File: src/rtl/div_display_core.sv
// div_display_core
//   Divides two 4-bit unsigned operands with a restoring divider and shows the
//   result as a decimal quotient plus four truncated fraction digits on six
//   seven-segment displays. A free-running prescaler produces a blink phase
//   that can blank all displays.
//
// Ports
//   MAX10_CLK1_50 : clock, all state changes on its rising edge
//   resetn        : synchronous active-low reset
//   start         : one-cycle request to begin a division (ignored while busy)
//   divA, divB    : dividend / divisor, captured when start is accepted
//   blink_en      : blank every display while blink is 1
//   busy          : division in progress
//   done          : one-cycle pulse when the result (or error) is loaded
//   err           : the last accepted division had divB = 0
//   blink         : current blink phase
//   HEX0..HEX5    : active-low segments, bit0 = a .. bit6 = g, HEX5 leftmost
module div_display_core #(
  parameter int BLINK_DIV = 25000000
) (
  input  logic       MAX10_CLK1_50,
  input  logic       resetn,
  input  logic       start,
  input  logic [3:0] divA,
  input  logic [3:0] divB,
  input  logic       blink_en,
  output logic       busy,
  output logic       done,
  output logic       err,
  output logic       blink,
  output logic [6:0] HEX0,
  output logic [6:0] HEX1,
  output logic [6:0] HEX2,
  output logic [6:0] HEX3,
  output logic [6:0] HEX4,
  output logic [6:0] HEX5
);

  localparam logic [25:0] BLINK_LAST = 26'(BLINK_DIV - 1);
  localparam logic [4:0]  CODE_BLANK = 5'd31;
  localparam logic [4:0]  CODE_E     = 5'd14;
  localparam logic [4:0]  LAST_STEP  = 5'd20;

  logic [25:0] prescaler;
  logic [4:0]  stepCnt;
  logic [3:0]  divisorReg;
  logic [7:0]  work;
  logic [3:0]  qAcc;
  logic [3:0]  quotDigit [5];
  logic [4:0]  dispDigit [6];

  logic [1:0]  subStep;
  logic [7:0]  workIn;
  logic [7:0]  divShift;
  logic [7:0]  workNext;
  logic        geBit;
  logic        qTens;
  logic [3:0]  qOnes;
  logic        blankAll;

  function automatic logic [6:0] seg7(input logic [4:0] code);
    logic [6:0] s;
    case (code)
      5'd0:  s = 7'h40;
      5'd1:  s = 7'h79;
      5'd2:  s = 7'h24;
      5'd3:  s = 7'h30;
      5'd4:  s = 7'h19;
      5'd5:  s = 7'h12;
      5'd6:  s = 7'h02;
      5'd7:  s = 7'h78;
      5'd8:  s = 7'h00;
      5'd9:  s = 7'h10;
      5'd10: s = 7'h08;
      5'd11: s = 7'h03;
      5'd12: s = 7'h46;
      5'd13: s = 7'h21;
      5'd14: s = 7'h06;
      5'd15: s = 7'h0E;
      5'd16: s = 7'h0C;
      5'd17: s = 7'h09;
      5'd18: s = 7'h63;
      5'd20: s = 7'h2B;
      default: s = 7'h7F;
    endcase
    return s;
  endfunction

  // Steps 0..3 produce the integer quotient from the dividend; each later
  // group of four steps produces one fraction digit from 10x the previous
  // remainder. Within a group the divisor is tried at shifts 3,2,1,0, which
  // is the restoring algorithm with the partial remainder held in place.
  always_comb begin
    subStep  = stepCnt[1:0];
    workIn   = work;
    if (subStep == 2'd0 && stepCnt != 5'd0) begin
      workIn = (work << 3) + (work << 1);
    end
    divShift = {4'b0000, divisorReg} << (2'd3 - subStep);
    geBit    = (workIn >= divShift);
    workNext = geBit ? (workIn - divShift) : workIn;
    qTens    = (quotDigit[0] >= 4'd10);
    qOnes    = qTens ? (quotDigit[0] - 4'd10) : quotDigit[0];
  end

  always_ff @(posedge MAX10_CLK1_50) begin
    if (!resetn) begin
      busy      <= 1'b0;
      done      <= 1'b0;
      err       <= 1'b0;
      blink     <= 1'b0;
      prescaler <= '0;
      stepCnt   <= '0;
      for (int i = 0; i < 6; i++) begin
        dispDigit[i] <= CODE_BLANK;
      end
    end else begin
      if (prescaler == BLINK_LAST) begin
        prescaler <= '0;
        blink     <= ~blink;
      end else begin
        prescaler <= prescaler + 26'd1;
      end

      done <= 1'b0;
      if (!busy) begin
        if (start) begin
          busy       <= 1'b1;
          err        <= 1'b0;
          stepCnt    <= '0;
          divisorReg <= divB;
          work       <= {4'b0000, divA};
        end
      end else if (stepCnt == LAST_STEP) begin
        // Twenty-first edge after acceptance: publish the result.
        busy <= 1'b0;
        done <= 1'b1;
        if (divisorReg == 4'd0) begin
          err          <= 1'b1;
          dispDigit[5] <= CODE_E;
          for (int i = 0; i < 5; i++) begin
            dispDigit[i] <= CODE_BLANK;
          end
        end else begin
          dispDigit[5] <= {4'b0000, qTens};
          dispDigit[4] <= {1'b0, qOnes};
          dispDigit[3] <= {1'b0, quotDigit[1]};
          dispDigit[2] <= {1'b0, quotDigit[2]};
          dispDigit[1] <= {1'b0, quotDigit[3]};
          dispDigit[0] <= {1'b0, quotDigit[4]};
        end
      end else begin
        stepCnt <= stepCnt + 5'd1;
        // A zero divisor only waits out the fixed latency.
        if (divisorReg != 4'd0) begin
          work <= workNext;
          qAcc <= {qAcc[2:0], geBit};
          if (subStep == 2'd3) begin
            quotDigit[stepCnt[4:2]] <= {qAcc[2:0], geBit};
          end
        end
      end
    end
  end

  always_comb begin
    blankAll = blink_en & blink;
    HEX0 = blankAll ? 7'h7F : seg7(dispDigit[0]);
    HEX1 = blankAll ? 7'h7F : seg7(dispDigit[1]);
    HEX2 = blankAll ? 7'h7F : seg7(dispDigit[2]);
    HEX3 = blankAll ? 7'h7F : seg7(dispDigit[3]);
    HEX4 = blankAll ? 7'h7F : seg7(dispDigit[4]);
    HEX5 = blankAll ? 7'h7F : seg7(dispDigit[5]);
  end

endmodule

File: config.mk
export PLATFORM = sky130hd
export DESIGN_NAME = div_display_core
export DESIGN_NICKNAME = d
export VERILOG_FILES = /design/src/rtl/div_display_core.sv
export SDC_FILE = /design/constraint.sdc
export NUM_CORES = 1
export LEC_CHECK = 0
export ABC_AREA = 1
export BUFFER_PORTS_ARGS = -buffer_cell sky130_fd_sc_hd__buf_2
export CAP_MARGIN = 20
export CORE_ASPECT_RATIO = 0.9
export CORE_MARGIN = 10
export CORE_UTILIZATION = 55
export CTS_CLUSTER_SIZE = 25
export DETAILED_ROUTE_END_ITERATION = 10
export GPL_TIMING_DRIVEN = 0
export PLACE_DENSITY = 0.78
export SLEW_MARGIN = 20
export SYNTH_ARGS = -nofsm -noshare
export SYNTH_HDL_FRONTEND = slang
export SYNTH_SLANG_ARGS = --single-unit
File: constraint.sdc
create_clock -name MAX10_CLK1_50 -period 3.1 [get_ports MAX10_CLK1_50]
set_input_delay 0.62 -clock MAX10_CLK1_50 [delete_from_list [all_inputs] [get_ports MAX10_CLK1_50]]
set_output_delay 0.62 -clock MAX10_CLK1_50 [all_outputs]
set_load 0.02 [all_outputs]
==> results.cfg, run 1 <==
[final_layout]
drive_gt1_frac = 0.136
nNetsFinal = 975
utilization = 0.636
num_antenna_cells = 0
stdcell_count = 1077
syn_to_final_growth_pct = 13.3
nFillCells = 1019

[pwr]
comb_power_share = 0.118
clkPwrFrac = 0.394
internal_power_uw = 2050
p_leak_uw = 0.00282
ir_drop_uv = 516
p_total_uw = 2810
p_sw_uw = 763
seqPwrFrac = 0.488
switching_share = 0.271
p_per_area_nw_per_um2 = 387

[clocking]
clkSinkCount = 94
clock_latency_ns = 0.36
path_clk_slew_ns = 0.07
htreeDepth = 3
cts_tree = yes
cts_buffers = 9
root_buffer = clkbuf_16
clock_path_buffers = 2
ctsHoldBuffers = 0

[min_path]
hold_end = divisorReg[2]
whs_path_depth = 1
hp-start = divB[2]
worstHoldPathType = primary input to flip-flop

[global_route]
grt_pass1_wl_um = 25300
grt_pass1_vias = 5244
grt_start_max_net_pins = 22
grt_overflow_total = 0
grt_use_total = 0.186
grt_antenna_before_repair = 0

[synthesis]
yosysUniqueCellTypes = 49
synth_edf_count = 59
yosys.area_share.simple = 0.276
yosysWarnings = 0
seq_area_frac_synth = 0.385
synth_area_per_cell_um2 = 7.59
netlist_instances = 845
async_reset_ff_frac = 0
synth-compound-area-share = 0.148
synth_top_family_by_area = simple AND/OR/NAND/NOR gates
syn-num-nets = 904
ys.flop_type = edfxtp_1
muxShareOfSynthArea = 0
synthAdderAreaFrac = 0.0940
netlist_area_um2 = 6420
synth_seq_cells = 94
synthXorXnorAreaFrac = 0.0205

[routing]
via_per_inst = 5.36
detail-route-antenna-nets = 0
wirelength_um = 15100
drt_iter0_drc = 625
wl_per_cell_um = 14.0
num_vias = 5774
first_pass_iters = 5
route.detailed.drc = 0

[worst_setup_path]
reg2reg_to = work[6]
path_class = flip-flop to flip-flop
timing.rr.start = work[0]
r2r_slack_ns = 0.14
cp_max_fo = 11
start_kind = flip-flop
worstPathRequired_ns = 3.22
arrival_ns = 3.08
r2r_cells = 13
end_kind = flip-flop

[floorplan]
die_h_um = 122
boundaryPins = 58
std_cell_rows = 37
core_um2 = 11400
initial_utilization = 0.561
die_w_um = 134
dieArea_um2 = 16400

[sta]
maxSlewViolCount = 0
hold_ws_ns = 0.434
setup_viol_count_final = 0
finalCritPeriodShare = 0.956
fmax_ghz = 0.338
slew_headroom = 0.455
skew_ns = 0.00860
period_needed_ns = 2.96
worst_slew_pin_slew_ns = 0.810
finalHoldViolations = 0

[placed_design]
hpwl_um = 11500
place_congestion = 0.921
dp.cells = 1057
port_buffers = 56

[run_status]
status = complete, no violations

[run]
cap_violations = 0
[state kept, by name (all words and copies together) (netlist names)]
name,cells
divisorReg,4
err,1
qAcc,3
work,8
busy,1
dispDigit,24
done,1
blink,1
prescaler,26
quotDigit,20
stepCnt,5
[area by class of cell]
cell class	instances	area, µm²	area share
multi-input cells	628	3490	0.480
flip-flops and latches	94	2470	0.340
inverters	100	387	0.0532
repair buffers	61	318	0.0437
clock buffers	9	225	0.0310
well taps	156	195	0.0268
plain buffers	22	106	0.0146
clock inverters	7	75.1	0.0103
[synthesized netlist by cell type (9+ instances only)]
cell / number / share of area
a21oi_1: 60 / 0.047
o21ai_0: 81 / 0.063
nand3_1: 58 / 0.045
or2_2: 13 / 0.013
nand2_1: 191 / 0.11
nor3_1: 24 / 0.019
ha_1: 45 / 0.088
o211ai_1: 9 / 0.011
clkbuf_1: 17 / 0.0099
edfxtp_1: 59 / 0.28
dfxtp_1: 35 / 0.11
nor2_1: 69 / 0.040
inv_1: 93 / 0.054
[power by group through the flow]
stage,clock (µW),sequential (µW),combinational [µW]
after detailed placement,0,1400,308
after floorplan,0,1400,246
after global routing,1170,1380,379
after CTS,1130,1370,319
after global placement,0,1400,304
final,1110,1370,333
[critical path: stages, from the launching register on]
cell and delay, ns:
edfxtp_1 0.43, ha_1 0.25, fa_1 0.41, xnor2_1 0.16, o21ai_2 0.24, ha_4 0.26, nand2_1 0.12, inv_1 0.05
nand2_1 0.08, nand3_2 0.13, a21oi_4 0.27, nand2_8 0.12, o21bai_2 0.15, nor2_2 0.04
[cells in the final DEF, fill, tap and decap left out, types with 3 or more instances in the layout]
| cell | instances |
|---|---|
| xnor2_1 | 7 |
| o21ai_1 | 5 |
| a21oi_1 | 60 |
| edfxtp_1 | 59 |
| xor2_1 | 8 |
| o21bai_2 | 3 |
| nor3_1 | 24 |
| nand2_1 | 191 |
| clkbuf_1 | 15 |
| or2_1 | 8 |
| nor2_2 | 4 |
| clkbuf_16 | 9 |
| nor4_1 | 3 |
| nand3_1 | 57 |
| inv_1 | 93 |
| buf_4 | 5 |
| nand3b_1 | 4 |
| or2_2 | 13 |
| ha_1 | 44 |
| nor2_1 | 69 |
| buf_2 | 60 |
| nand4_1 | 8 |
| o21ai_0 | 75 |
| o22ai_1 | 8 |
| inv_8 | 3 |
| dfxtp_1 | 33 |
| o211ai_1 | 9 |
[metrics by stage]
| step | setup WS [ns] | setup TNS [ns] | area [µm²] |
|---|---|---|---|
| 2_1_floorplan | 0.189 | 0 | 6420 |
| 3_5_place_dp | -0.359 | -3.71 | 6890 |
| 3_3_place_gp | -0.316 | -3.19 | 6890 |
| 4_1_cts | 0.00490 | 0 | 7220 |
| 6_report | 0.137 | 0 | 7270 |
| 5_1_grt | -0.0203 | -0.0326 | 7270 |
[cells by family after synthesis]
logic type	count (synthesis)
XOR/XNOR	15
AO/OA/AOI/OAI	173
adder cells (fa/ha/maj)	47
flip-flops	94
AND/OR/NAND/NOR	393
buffers and inverters	123
[worst max path at each step]
stage          depth (start not counted)        from      end
2_1_floorplan                         13     work[0]  work[5]
3_3_place_gp                          15  stepCnt[0]  work[6]
3_5_place_dp                          15  stepCnt[0]  work[4]
4_1_cts                               13     work[0]  work[6]
5_1_grt                               13     work[0]  work[6]
6_report                              13     work[0]  work[6]
[routing by layer]
layer / global-route usage / up-vias / wire length (µm) / share of wire
li1: - / 2993 / - / -
met1: 0.250 / 2570 / 7090 / 0.47
met2: 0.288 / 196 / 6630 / 0.44
met3: 0.0560 / 15 / 1180 / 0.078
met4: 0.0469 / 0 / 168 / 0.011
met5: 0 / - / 0 / 0
[timing repair]
item                       4_1_cts  5_1_grt
resized for setup                9        8
buffers inserted                 0        5
setup endpoints to repair       14       14
pin swaps                        2        4
No activity file was read; power rests on OpenSTA's default activity.
==> inputs of run 2 (changes only) <==
--- a/config.mk
+++ b/config.mk
@@ -14,7 +14,7 @@
 export CTS_CLUSTER_SIZE = 25
 export DETAILED_ROUTE_END_ITERATION = 10
 export GPL_TIMING_DRIVEN = 0
-export PLACE_DENSITY = 0.78
+export PLACE_DENSITY = 0.75
 export SLEW_MARGIN = 20
 export SYNTH_ARGS = -nofsm -noshare
 export SYNTH_HDL_FRONTEND = slang
==> constraint.sdc (replaced) <==
create_clock -name MAX10_CLK1_50 -period 3.6 [get_ports MAX10_CLK1_50]
set_input_delay 0.72 -clock MAX10_CLK1_50 [delete_from_list [all_inputs] [get_ports MAX10_CLK1_50]]
set_output_delay 0.72 -clock MAX10_CLK1_50 [all_outputs]
set_load 0.02 [all_outputs]
==> results.cfg, run 2 (same netlist as run 1, synthesis figures left out) <==
[sta]
slew_headroom = 0.476
fmax_ghz = 0.301
finalCritPeriodShare = 0.923
rsz0062_at_grt = false
maxSlewViolCount = 0
finalHoldViolations = 0
setup_viol_count_final = 0
finalSetupTns_ns = 0
period_needed_ns = 3.32
skew_ns = 0.00570
worst_slew_pin_slew_ns = 0.784

[clocking]
clkSinkCount = 94
root_buffer = clkbuf_16
htreeDepth = 3
clock_latency_ns = 0.35
cts_resized = 0
path_clk_slew_ns = 0.07
cts_buffers = 9
cts_tree = yes
clock_path_buffers = 2
ctsHoldBuffers = 0
post-cts-setup-buffers = 0

[worst_setup_path]
path_buf_inv = 4
path_delay_family = compound AO/OA/AOI/OAI gates
arrival_ns = 3.43
crit_chain = clkbuf_1 -> inv_1 -> ha_1 -> nand2_2 -> inv_4 -> o21ai_0 -> ha_1 -> nand2_1 -> inv_1 -> nand2_1 -> nand3_1 -> a21oi_4 -> nand2_8 -> o21bai_2 -> nor2_2
path_class = flip-flop to flip-flop
end_kind = flip-flop
start_kind = flip-flop
cp_max_fo = 15
max_stage_delay_ns = 0.40
r2r_slack_ns = 0.28
critical-path-slowest-cell = dfxtp_1
worstPathRequired_ns = 3.71

[final_layout]
layout_commonest_cell = nand2_1
nNetsFinal = 971
num_antenna_cells = 0
syn_to_final_growth_pct = 11.8
final_cell_mix = nand2_1, inv_1, o21ai_0, nor2_1
largest_reg_flops = 26
drive_gt1_frac = 0.120
design_area_um2 = 7170
regMostFlops = prescaler

[global_route]
grt_overflow_total = 0
grt_start_max_net_pins = 22
grt_pass1_vias = 5202
grt_pass1_wl_um = 23900
grt_use_total = 0.173
grt_antenna_before_repair = 0

[routing]
wl_met3_um = 842
drt_iter0_drc = 517
wirelength_um = 13900
wl_met2_um = 6090
via_per_inst = 5.31
m1WireLength_um = 6690
num_vias = 5698
wl_per_cell_um = 13.0
top_layer = met4
detail-route-antenna-nets = 0
first_pass_iters = 5
route.detailed.drc = 0

[floorplan]
die_h_um = 122
boundaryPins = 58
die_w_um = 134
core_um2 = 11400
std_cell_rows = 37
initial_utilization = 0.561
dieArea_um2 = 16400

[run]
cap_violations = 0

[run_status]
status = complete, no violations

[placed_design]
placed_area_um2 = 6890
hpwl_um = 10800
place_congestion = 0.934
port_buffers = 56

[pwr]
p_leak_uw = 0.00277
p_per_area_nw_per_um2 = 324
ir_drop_uv = 260

[min_path]
worstHoldPathType = flip-flop to flip-flop
-- run 2: cell types whose count changed in the layout (fill, tap and decap cells not counted), sizes merged --
cell,previous run,this run
buf,67,62
clkbuf,25,27
inv,101,99
clkinv,5,6
-- run 2: path summary, 6_finish.rpt --
check	startpoint	to	cells past startpoint
worst max-delay path	stepCnt[0]	work[6]	15
worst min-delay path	prescaler[23]	prescaler[23]	2
worst max register to register	stepCnt[0]	work[6]	15
worst min register to register	prescaler[23]	prescaler[23]	2
-- run 2: area by class of cell --
cell class	instances	area (µm²)
Buffer	23	106
Clock buffer	10	229
Clock inverter	6	46.3
Fill cell	1049	4260
Inverter	100	385
Multi-Input combinational cell	628	3460
Sequential cell	94	2470
Tap cell	156	195
Timing Repair Buffer	56	280
-- run 2: worst min-delay path: cells and delay by family (launching register included) --
family | cells | cell delay, ns
flops | 1 | 0.31
simple gates | 1 | 0.06
compound gates | 1 | 0.06
-- run 2: metrics by stage --
step / power [µW] / setup WS (ns) / std cells / hold slack, ns / util
floorplan: 1410 / 0.689 / 845 / 0.439 / -
global route: 2430 / 0.00916 / 1073 / 0.510 / 0.627
detailed placement: 1470 / 0.211 / 1057 / 0.464 / 0.603
global placement: 1470 / 0.266 / 1057 / 0.452 / 0.603
finish: 2330 / 0.276 / 1073 / 0.474 / 0.627
CTS: 2340 / 0.203 / 1073 / 0.473 / 0.627
-- run 2: routing by layer --
| layer | up-vias | GRT usage |
|---|---|---|
| met2 | 192 | 0.276 |
| met5 | - | 0 |
| met3 | 24 | 0.0351 |
| met4 | 0 | 0.0659 |
| met1 | 2509 | 0.227 |
| li1 | 2973 | - |
-- run 2: power by group --
group	total, µW	internal (µW)	leakage, µW	switching [µW]
clock	876	473	0.000131	403
sequential	1180	1170	0.000765	17.3
combinational	268	98.6	0.00187	170
==> inputs of run 3 (changes only) <==
--- a/config.mk
+++ b/config.mk
@@ -14,7 +14,7 @@
 export CTS_CLUSTER_SIZE = 25
 export DETAILED_ROUTE_END_ITERATION = 10
 export GPL_TIMING_DRIVEN = 0
-export PLACE_DENSITY = 0.75
+export PLACE_DENSITY = 0.78
 export SLEW_MARGIN = 20
 export SYNTH_ARGS = -nofsm -noshare
 export SYNTH_HDL_FRONTEND = slang
==> constraint.sdc (replaced) <==
create_clock -name MAX10_CLK1_50 -period 3 [get_ports MAX10_CLK1_50]
set_input_delay 0.6 -clock MAX10_CLK1_50 [delete_from_list [all_inputs] [get_ports MAX10_CLK1_50]]
set_output_delay 0.6 -clock MAX10_CLK1_50 [all_outputs]
set_load 0.01 [all_outputs]
==> results.cfg, run 3 (same netlist as run 1, synthesis figures left out) <==
[placed_design]
place_congestion = 0.921
dp.cells = 1057
port_buffers = 56
pre_cts_slack_ns = -0.459
hpwl_um = 11500
placed_area_um2 = 6890

[pwr]
p_per_area_nw_per_um2 = 401
ir_drop_uv = 522
p_leak_uw = 0.00282
p_total_uw = 2930
clkPwrFrac = 0.391
internal_power_uw = 2130
p_sw_uw = 797
switching_share = 0.272
seqPwrFrac = 0.486
comb_power_share = 0.123

[worst_setup_path]
critical-path-slowest-cell = edfxtp_1
path_class = flip-flop to flip-flop
worstPathRequired_ns = 3.11
crit_chain = ha_2 -> fa_2 -> xnor2_1 -> o21ai_2 -> ha_4 -> nand2_1 -> inv_1 -> nand2_1 -> nand3_2 -> a21oi_4 -> nand2_8 -> clkbuf_4 -> nand2_1 -> a21oi_1
end_kind = flip-flop
cp_common_cell = nand2_1
arrival_ns = 3.00
start_kind = flip-flop
max_stage_delay_ns = 0.43
reg2reg_to = work[7]
r2r_cells = 14
cp_max_fo = 7
timing.rr.start = work[0]
r2r_slack_ns = 0.11

[sta]
finalHoldViolations = 0
fmax_ghz = 0.347
slew_headroom = 0.456
fin_ws_ns = 0.115
finalSetupTns_ns = 0
maxSlewViolCount = 0
period_needed_ns = 2.89
setup_viol_count_final = 0
worst_slew_pin_slew_ns = 0.808
finalCritPeriodShare = 0.962
skew_ns = 0.00930

[floorplan]
core_um2 = 11400
std_cell_rows = 37
initial_utilization = 0.561
boundaryPins = 58
dieArea_um2 = 16400
die_w_um = 134
die_h_um = 122

[clocking]
htreeDepth = 3
root_buffer = clkbuf_16
ctsHoldBuffers = 0
clkSinkCount = 94
path_clk_slew_ns = 0.08
clock_path_buffers = 2
cts_buffers = 9
cts_tree = yes
clock_latency_ns = 0.36

[min_path]
hold_end = divisorReg[2]
worstHoldPathType = primary input to flip-flop
whs_path_depth = 1
hp-start = divB[2]

[final_layout]
regMostFlops = prescaler
nFillCells = 1016
layout_commonest_cell = nand2_1
largest_reg_flops = 26
num_antenna_cells = 0
nNetsFinal = 977
drive_gt1_frac = 0.144
design_area_um2 = 7310
syn_to_final_growth_pct = 13.9
stdcell_count = 1079
final_cell_mix = nand2_1, inv_1, o21ai_0, nor2_1

[run_status]
status = complete, no violations

[run]
cap_violations = 0

[routing]
wirelength_um = 15300
num_vias = 5803
route.detailed.drc = 0
first_pass_iters = 5
wl_per_cell_um = 14.2
detail-route-antenna-nets = 0
via_per_inst = 5.38
drt_iter0_drc = 639

[global_route]
grt_antenna_before_repair = 0
grt_start_max_net_pins = 22
grt_overflow_total = 0
grt_use_total = 0.187
grt_pass1_wl_um = 25400
grt_pass1_vias = 5269
run 3: changes by cell type in the layout (fill, tap and decap cells not counted), moves of 3 or more:
cell,change
buf_4,+6
ha_2,+3
o21ai_0,-6
ha_1,-5
o21ai_1,+3
o21ai_2,+3
inv_8,+3
clkbuf_1,-3
run 3: worst max-delay path by stage:
stage	to	start	slack (ns)	depth (start not counted)
2_1_floorplan	work[5]	work[0]	0.09	13
3_3_place_gp	work[6]	stepCnt[0]	-0.42	15
3_5_place_dp	work[4]	stepCnt[0]	-0.46	15
4_1_cts	work[6]	stepCnt[0]	0.02	16
5_1_grt	work[7]	work[2]	-0.008	14
6_report	work[7]	work[0]	0.11	14
run 3: critical path, delay by kind of cell (launching register included):
family | cells | cell delay [ns]
AND/OR/NAND/NOR | 5 | 0.50
XOR/XNOR | 1 | 0.15
adder cells (fa/ha/maj) | 3 | 0.82
AO/OA/AOI/OAI | 3 | 0.51
buffers and inverters | 2 | 0.24
flip-flops | 1 | 0.43
run 3: final cells by class:
cell class	count	area (µm²)	share of cell area
Buffer	21	98.8	0.0135
Clock buffer	9	225	0.0308
Clock inverter	7	75.1	0.0103
Inverter	100	387	0.0529
Multi-Input combinational cell	629	3520	0.482
Sequential cell	94	2470	0.339
Tap cell	156	195	0.0267
Timing Repair Buffer	63	333	0.0455
run 3: repair_timing:
action,CTS,global route
endpoints found under the setup margin,14,14
pin swaps,3,5
buffers inserted,1,6
resized for setup,13,10
gates cloned,0,1
run 3: stage by stage:
stage	util	hold slack [ns]
after floorplan	-	0.439
after global placement	0.603	0.451
after detailed placement	0.603	0.463
after CTS	0.633	0.406
after global routing	0.639	0.414
final	0.639	0.416
run 3: power by group through the flow:
stage               combinational (µW)  clock, µW  sequential [µW]
finish                             361       1150             1420
global route                       407       1210             1420
CTS                                338       1160             1420
detailed placement                 317          0             1450
global placement                   313          0             1450
floorplan                          254          0             1440
run 3: layer usage:
metal,vias up,wire length [µm],GRT usage,part of all wire
met5,-,0,0,0
met4,0,197,0.0469,0.013
met3,19,1240,0.0560,0.081
met2,213,6710,0.291,0.44
met1,2578,7140,0.250,0.47
li1,2993,-,-,-
